$ cat config.mk
export PLATFORM = sky130hd
export DESIGN_NAME = dg0045_rom_fetch
export DESIGN_NICKNAME = d
export VERILOG_FILES = /design/src/rtl/dg0045_pkg.sv /design/src/rtl/dg0045_pc_sampler.sv /design/src/rtl/dg0045_rom_fetch.sv
export SDC_FILE = /design/constraint.sdc
export NUM_CORES = 1
export LEC_CHECK = 0
export CELL_PAD_IN_SITES_DETAIL_PLACEMENT = 1
export CELL_PAD_IN_SITES_GLOBAL_PLACEMENT = 1
export CORE_MARGIN = 2
export CORE_UTILIZATION = 30
export DETAILED_ROUTE_END_ITERATION = 8
export PLACE_DENSITY = 0.65
export SLEW_MARGIN = 20
export SYNTH_ARGS = -nofsm -noshare
export SYNTH_HDL_FRONTEND = slang
export SYNTH_HIERARCHICAL = 1
export SYNTH_SLANG_ARGS = --single-unit
$ cat constraint.sdc
create_clock -name clk -period 2.2 [get_ports clk]
set_input_delay 0.44 -clock clk [delete_from_list [all_inputs] [get_ports clk]]
set_output_delay 0.44 -clock clk [all_outputs]
set_load 0.02 [all_outputs]
$ cat src/rtl/dg0045_pkg.sv
// Shared definitions for the DG0045 program-ROM fetch front end.
package dg0045_pkg;

  localparam int PC_W      = 10;
  localparam int PC_HALF_W = 5;

  // Instruction presented when a fetch times out
  localparam logic [7:0] DG_NOP = 8'h00;

  typedef enum logic [2:0] {
    SCAN_LO = 3'd0,
    SCAN_HI = 3'd1,
    CHECK   = 3'd2,
    REQ     = 3'd3,
    DONE    = 3'd4
  } fetch_state_t;

endpackage

$ cat src/rtl/dg0045_pc_sampler.sv
// Samples the multiplexed PC_HL bus in two halves, builds the candidate
// address {hi, lo} and compares it with the previous scan's candidate.
// Phase sequencing comes from the fetch FSM in the top level; this block
// owns the settle counter, the registered half select and the scan history.
module dg0045_pc_sampler
  import dg0045_pkg::*;
#(
  parameter int SETTLE_CYCLES = 1
) (
  input  logic                 clk,
  input  logic                 rst,
  input  logic                 sample_lo,   // FSM is in SCAN_LO
  input  logic                 sample_hi,   // FSM is in SCAN_HI
  input  logic                 mux_next,    // half select for the next cycle
  input  logic                 clear_hist,  // forget the previous scan
  input  logic [PC_HALF_W-1:0] pc_hl,
  output logic                 pc_mux,
  output logic                 half_last,   // last settle cycle of a half
  output logic                 scan_done,   // hi half captured this cycle
  output logic                 stable,      // cand matches a valid previous scan
  output logic [PC_W-1:0]      cand
);

  logic [2:0]           settle_cnt;
  logic [PC_HALF_W-1:0] lo;
  logic [PC_HALF_W-1:0] hi;
  logic [PC_W-1:0]      prev_cand;
  logic                 hist_valid;
  logic                 record;

  assign half_last = (sample_lo || sample_hi) && (settle_cnt == 3'(SETTLE_CYCLES));
  assign scan_done = sample_hi && half_last;
  assign cand      = {hi, lo};
  assign stable    = hist_valid && (cand == prev_cand);

  // Settle counter: runs through each half, restarts at every half boundary
  always_ff @(posedge clk) begin
    if (rst || !(sample_lo || sample_hi) || half_last) begin
      settle_cnt <= 3'd0;
    end else begin
      settle_cnt <= settle_cnt + 3'd1;
    end
  end

  // Half select is registered so it only changes on a phase boundary
  always_ff @(posedge clk) begin
    if (rst) begin
      pc_mux <= 1'b0;
    end else begin
      pc_mux <= mux_next;
    end
  end

  // Capture each half on its last settle cycle
  always_ff @(posedge clk) begin
    if (rst) begin
      lo <= '0;
      hi <= '0;
    end else begin
      if (sample_lo && half_last) lo <= pc_hl;
      if (sample_hi && half_last) hi <= pc_hl;
    end
  end

  // Scan history: record the candidate during the check cycle after a scan
  always_ff @(posedge clk) begin
    if (rst) begin
      record     <= 1'b0;
      hist_valid <= 1'b0;
      prev_cand  <= '0;
    end else begin
      record <= scan_done;
      if (clear_hist) begin
        hist_valid <= 1'b0;
      end else if (record) begin
        prev_cand  <= cand;
        hist_valid <= 1'b1;
      end
    end
  end

endmodule

$ cat src/rtl/dg0045_rom_fetch.sv
// Program-ROM fetch front end for the DG0045 core: scans the PC in two
// halves, waits for two agreeing scans, then fetches the byte over req/ack.
//
// Memory handshake: mem_req is held high with mem_addr constant until the
// cycle in which mem_ack is high; that cycle transfers mem_data and the
// request drops on the next edge. mem_ack outside a request is ignored.
// If no ack arrives within TIMEOUT request cycles the fetch ends with a NOP
// and the sticky err flag.
module dg0045_rom_fetch
  import dg0045_pkg::*;
#(
  parameter int SETTLE_CYCLES = 1,
  parameter int TIMEOUT       = 15
) (
  input  logic                 clk,
  input  logic                 rst,
  input  logic [PC_HALF_W-1:0] pc_hl_i,
  output logic                 pc_mux_o,
  output logic                 mem_req_o,
  output logic [PC_W-1:0]      mem_addr_o,
  input  logic                 mem_ack_i,
  input  logic [7:0]           mem_data_i,
  output logic [7:0]           instr_o,
  output logic                 instr_valid_o,
  output logic                 err_o
);

  fetch_state_t    state;
  fetch_state_t    next_state;

  logic            half_last;
  logic            scan_done;
  logic            stable;
  logic [PC_W-1:0] cand;

  logic [7:0]      tcnt;
  logic            timeout;
  logic            fetch_go;
  logic            take_ack;
  logic            take_nop;
  logic            sample_lo;
  logic            sample_hi;
  logic            clear_hist;
  logic            mux_next;

  dg0045_pc_sampler #(
    .SETTLE_CYCLES(SETTLE_CYCLES)
  ) u_sampler (
    .clk       (clk),
    .rst       (rst),
    .sample_lo (sample_lo),
    .sample_hi (sample_hi),
    .mux_next  (mux_next),
    .clear_hist(clear_hist),
    .pc_hl     (pc_hl_i),
    .pc_mux    (pc_mux_o),
    .half_last (half_last),
    .scan_done (scan_done),
    .stable    (stable),
    .cand      (cand)
  );

  // tcnt holds the number of request cycles already completed, so the
  // timeout fires in the request cycle that makes the total TIMEOUT.
  assign timeout = (state == REQ) && (tcnt >= 8'(TIMEOUT - 1));

  // State register
  always_ff @(posedge clk) begin
    if (rst) begin
      state <= SCAN_LO;
    end else begin
      state <= next_state;
    end
  end

  // Next-state logic
  always_comb begin
    next_state = state;
    case (state)
      SCAN_LO: if (half_last) next_state = SCAN_HI;
      SCAN_HI: if (scan_done) next_state = CHECK;
      CHECK:   next_state = fetch_go ? REQ : SCAN_LO;
      REQ:     if (take_ack || take_nop) next_state = DONE;
      DONE:    next_state = SCAN_LO;
      default: next_state = SCAN_LO;
    endcase
  end

  // Output decode: strobes for the sampler and the output registers
  always_comb begin
    sample_lo  = (state == SCAN_LO);
    sample_hi  = (state == SCAN_HI);
    clear_hist = (state == DONE);
    mux_next   = (next_state != SCAN_LO);
    // Fetch on a stable address that differs from the held one, or when
    // nothing has been fetched yet (instr_valid is only low then).
    fetch_go   = (state == CHECK) && stable &&
                 ((cand != mem_addr_o) || !instr_valid_o);
    take_ack   = (state == REQ) && mem_ack_i;
    take_nop   = (state == REQ) && !mem_ack_i && timeout;
  end

  // Timeout counter: cleared when a request starts, saturating at 8'hFF
  always_ff @(posedge clk) begin
    if (rst || fetch_go) begin
      tcnt <= 8'd0;
    end else if ((state == REQ) && (tcnt != 8'hFF)) begin
      tcnt <= tcnt + 8'd1;
    end
  end

  // Output registers: request, address, instruction, valid and error flag
  always_ff @(posedge clk) begin
    if (rst) begin
      mem_req_o     <= 1'b0;
      mem_addr_o    <= '0;
      instr_o       <= DG_NOP;
      instr_valid_o <= 1'b0;
      err_o         <= 1'b0;
    end else begin
      mem_req_o <= (next_state == REQ);
      if (fetch_go) begin
        mem_addr_o    <= cand;
        instr_valid_o <= 1'b0;
      end
      if (take_ack) begin
        instr_o       <= mem_data_i;
        instr_valid_o <= 1'b1;
      end
      if (take_nop) begin
        instr_o       <= DG_NOP;
        instr_valid_o <= 1'b1;
        err_o         <= 1'b1;
      end
    end
  end

endmodule

# Word-level counts from Yosys, hierarchy flattened
# Cells that the tools add are included.
# op_classes
n_lt_le_gt_ge	1
n_eq_ne	9
reduce_logical	26
mux	8
n_bitwise	1
n_addsub	2
# op_table
operator	count
case mux 3 bit (4 select lines)	1
logical AND 1 bit	11
equality test 10 bit	1
!= test 10 bit	1
equality test 3 x 2 -> 1 bit, second input constant	3
two-way mux 3 bit	3
adder 8 x 1 -> 8 bit, second input constant	1
>= comparator 8 x 4 -> 1 bit, second input constant	1
!= test 8 bit, second input constant	1
equality test 3 x 1 -> 1 bit, second input constant	2
logical OR 1 bit	6
nonzero test 3 bit	2
OR reduction 2 bit	2
adder 3 x 1 -> 3 bit, second input constant	1
equality test 3 bit, second input constant	1
zero test 1 bit	3
zero test 3 bit	1
two-way mux 1 bit	3
two-way mux 2 bit	1
AND reduction 2 bit	1
inverter 1 bit	1
# totals
word_cells	61
ff_bits	58
output_inout_bits	22

# Depth between registers and ports, before layout
# depth
word_depth	7
ltp_mapped	8

# Hierarchy
# Netlist, hierarchy kept.
# modules_own_cells
module	area_per_inst_um2	cells_per_inst	instances	seq_area_each_um2
dg0045_rom_fetch	1630.3	192	1	640.6
dg0045_pc_sampler	1073.5	117	1	520.5

# Worst setup path before layout
# OpenSTA, ideal clock, no wires.
# synth_timing
path_type	register to register
start	register state[0]
end	register state[0]
period_less_slack_ps	1885
slack_ps	315
path_buffers	1
arrival_ps	1805
t_required_ps	2119
stages_incl_launch_ff	8
path_cell_list	dfxtp_1 -> buf_2 -> nor3b_1 -> nor2_1 -> nor3b_1 -> mux2i_1 -> or3_1 -> a41oi_1
# synth_between
elab_chain_cells	6
elab_cells_between_ends	19
classes_between	eq/ne (3); mux (5); reduce/logical (11)
# synth_rtl
item	line	text
start, declared	dg0045_rom_fetch.sv:28	fetch_state_t state;
start signal, assigned	dg0045_rom_fetch.sv:72	state <= next_state;
equality test 3 x 1 -> 1 bit (*)	dg0045_rom_fetch.sv:92	sample_hi = (state == SCAN_HI);
via sample_hi	dg0045_rom_fetch.sv:42	logic sample_hi;
logical OR 1 bit (*)	dg0045_pc_sampler.sv:31	assign half_last = (sample_lo || sample_hi) && (settle_cnt == 3'(SETTLE_CYCLES));
logical AND 1 bit (*)	dg0045_pc_sampler.sv:31	
via half_last	dg0045_rom_fetch.sv:31	logic half_last;
logical AND 1 bit	dg0045_pc_sampler.sv:32	assign scan_done = sample_hi && half_last;
two-way mux 3 bit	dg0045_rom_fetch.sv:81	SCAN_HI: if (scan_done) next_state = CHECK;
case mux 3 bit (4 select lines) (*)	dg0045_rom_fetch.sv:79	case (state)
# Mark *: on every way through the listed nets, which the timed path passes. The rest lies on a longest branch.
# A chain may end at the register's enable or synchronous reset.

# Final worst setup path
# layout_timing
start	register u_sampler.prev_cand[6]
end	register mem_addr_o[9]
# layout_between
elab_chain_cells	4
# layout_rtl
item	line	text
start, declared	dg0045_pc_sampler.sv:27	logic [PC_W-1:0] prev_cand;
start signal, assigned	dg0045_pc_sampler.sv:76	prev_cand <= cand;
equality test 10 bit	dg0045_pc_sampler.sv:34	assign stable = hist_valid && (cand == prev_cand);
logical AND 1 bit	dg0045_pc_sampler.sv:34	
via stable	dg0045_rom_fetch.sv:33	logic stable;
logical AND 1 bit (2 in series)	dg0045_rom_fetch.sv:97	fetch_go = (state == CHECK) && stable &&
end signal, assigned	dg0045_rom_fetch.sv:123	mem_addr_o <= cand;
end, declared	dg0045_rom_fetch.sv:20	output logic [PC_W-1:0] mem_addr_o,
# The timed path passes the listed nets, and every way through them passes these cells.

==> results_dict.tcl <==
set metrics [dict create \
    drive_gt1_share_pct 11.9 \
    grt_pass1_vias 2396 \
    powerDensity_mw_per_mm2 865 \
    ys_top_cells_by_count "dfxtp_1 (58), nand2_1 (58), a21oi_1 (27)" \
    die_area_mm2 0.00979 \
    relSlewSlack_pct 65.1 \
    async_reset_ff_share_pct 0 \
    finalCritPeriodShare_pct 89.3 \
    fin_worst_skew_ps 4.41 \
    portBuffers 37 \
    hp-class "flip-flop to flip-flop" \
    finalCriticalPeriod_ps 1960 \
    antenna_left 0 \
    htree_levels 3 \
    cts_tree "yes" \
    grt_max_degree 23 \
    cpPeakStageDelay_ps 340 \
    slew_viol_final 0 \
    crit_fanout 11 \
    cpMaxStageDelayCell "nor3_1" \
    timing.fmax_mhz 509 \
    io_pins 38 \
    critical_path_class "flip-flop to flip-flop" \
    seq_area_frac_synth_pct 42.9 \
    peakVddDrop_uv 409 \
    required_ps 2460 \
    diodes 0 \
    start_util_pct 31.0 \
    drtPass1Iterations 4 \
    clk_pin_slew_ps 70 \
    synth_area_mm2 0.00270 \
    syn_to_final_growth_pct 29.4 \
    routedWlPerCell_um 15.2 \
    syn_inst 309 \
    insertion_delay_ps 340 \
    avgViaCountPerCell 5.00 \
    end_kind "flip-flop" \
    drc_errors 0 \
    track_usage_pct 15.5 \
    clock_sinks 58 \
    clk_path_buf_depth 2 \
    fin_nets 378 \
    grt.overflow.total 0 \
    die_w_um 98.9 \
    finalWirelength_mm 7.14 \
    antenna_found_initial 0 \
    dpl.hpwl_mm 5.08 \
    crit_chain "xnor2_1, nand4_1, nor3_1, nand4bb_1, buf_4, nor3b_1, o21ai_0, o2111ai_1" \
    stdcell_count 469 \
    cp-start-kind "flip-flop" \
    power_uw 3030 \
    coreArea_mm2 0.00872 \
    finalSetupViolations 0 \
    drv_cap 0 \
    synth_edf_count 0 \
    grt_first_pass_wirelength_mm 11.9 \
    die_y_um 98.9 \
    outcome "finished, final reports clean" \
    worst_pin_slew_ps 518 \
    syn_nets 329 \
    postCtsHoldBufs 0 \
    ys_top_cells_by_area "dfxtp_1 (43%), nand2_1 (8.1%), xnor2_1 (6.8%)" \
    hold_viol 0 \
    cp_num_buf_inv 1 \
    leakagePower_uw 0.00125 \
    clockRootBuffer "clkbuf_8" \
    rsz0062_at_grt "false" \
    first_iter_violations 40 \
    dpl.cell_count 455 \
    synth.largest_area_cell "dfxtp_1" \
    place.gp.congestion 0.722 \
    setup_tns_ps 0 \
    design_area_mm2 0.00350 \
    hold_slack_ps 457 \
    postPlaceCellArea_mm2 0.00327 \
    vias 2343 \
    synth_cell_types 45 \
    avgSynthCellArea_um2 8.75 \
    yosys_warnings 6 \
    cts_buffers 9 \
    rows 34 \
    path_delay_family "simple AND/OR/NAND/NOR gates" \
    netlist.area_leader.share_pct 42.9 \
    ys_ff_latch 58 \
    critPathArrivalTime_ps 2230 \
    yosys_most_used_dff "dfxtp_1" \
]
[cell families after synthesis]
family          share of synthesized area [%]
simple gates                             24.2
flops                                    42.9
xor+xnor                                 7.77
compound gates                           14.2
fa+ha+maj                                1.85
buf+inv                                  4.21
mux                                      4.81
[per-layer routing]
layer | GRT usage [%] | vias to the layer above | wire length, um
met5 | 0 | - | 0
met4 | 6.01 | 0 | 132
met2 | 25.2 | 31 | 3420
met1 | 19.8 | 1131 | 3380
li1 | - | 1172 | -
met3 | 3.69 | 9 | 209
[final timing paths]
check | depth (start not counted) | startpoint | endpoint | slack [ps]
worst max-delay path | 8 | u_sampler/prev_cand[6] | mem_addr_o[9] | 240
worst min-delay path | 2 | instr_o[0] | instr_o[0] | 460
worst max register to register | 8 | u_sampler/prev_cand[6] | mem_addr_o[9] | 240
worst min register to register | 2 | instr_o[0] | instr_o[0] | 460
[registers in the layout, indices dropped and copies added (netlist names)]
| signal | count |
|---|---|
| instr_o | 8 |
| u_sampler/hist_valid | 1 |
| u_sampler/record | 1 |
| u_sampler/hi | 5 |
| u_sampler/lo | 5 |
| tcnt | 8 |
| instr_valid_o | 1 |
| u_sampler/pc_mux | 1 |
| err_o | 1 |
| u_sampler/settle_cnt | 3 |
| u_sampler/prev_cand | 10 |
| state | 3 |
| mem_addr_o | 10 |
| mem_req_o | 1 |
[layout by cell type, fill, tap and decap left out, drive strengths merged, types with 2 or more instances in the layout]
| cell | count |
|---|---|
| a211oi | 7 |
| a21oi | 27 |
| a221oi | 2 |
| a41oi | 2 |
| buf | 17 |
| bufinv | 2 |
| clkbuf | 12 |
| clkdlybuf4s50 | 36 |
| dfxtp | 58 |
| ha | 4 |
| inv | 11 |
| mux2i | 13 |
| nand2 | 58 |
| nand2b | 5 |
| nand3 | 5 |
| nand3b | 3 |
| nand4 | 7 |
| nor2 | 19 |
| nor2b | 2 |
| nor3 | 5 |
| nor3b | 8 |
| o2111ai | 4 |
| o211ai | 3 |
| o21ai | 8 |
| o2bb2ai | 2 |
| or3 | 2 |
| or4 | 4 |
| xnor2 | 21 |
| xor2 | 3 |
[through the flow]
step / util, % / setup WS [ps]
after floorplan: - / 315
after global placement: 37.5 / 265
after detailed placement: 37.5 / 243
after CTS: 40.1 / 138
after global routing: 40.1 / 18.7
final: 40.1 / 235
[layout make-up]
| class | count | area [um^2] |
|---|---|---|
| fill | 1007 | 5220 |
| multi-input combinational | 225 | 1440 |
| sequential | 58 | 1160 |
| timing repair buffer | 53 | 498 |
| clock buffer | 12 | 165 |
| tap | 108 | 135 |
| clock inverter | 2 | 60.1 |
| inverter | 11 | 41.3 |
[power by group]
group	internal (uW)	leakage, uW	switching, uW
sequential	1130	0.000469	73.8
clock	718	0.000115	430
combinational	325	0.000671	351
total	2170	0.00125	854
[worst register-to-register path: cells and delay by family (launching register included)]
kind / cells / cell delay (ps)
and+or+nand+nor: 4 / 920
DFF: 1 / 320
AOI/OAI and AO/OA: 2 / 240
xor gates and xnor gates: 1 / 200
buffers and inverters: 1 / 200
[repair_timing]
| action | 4_1_cts | 5_1_grt |
|---|---|---|
| gates resized for setup | 0 | 1 |
| endpoints found under the setup margin | 0 | 1 |
| setup buffers | 0 | 0 |
Power figures use the tool's default switching activity.
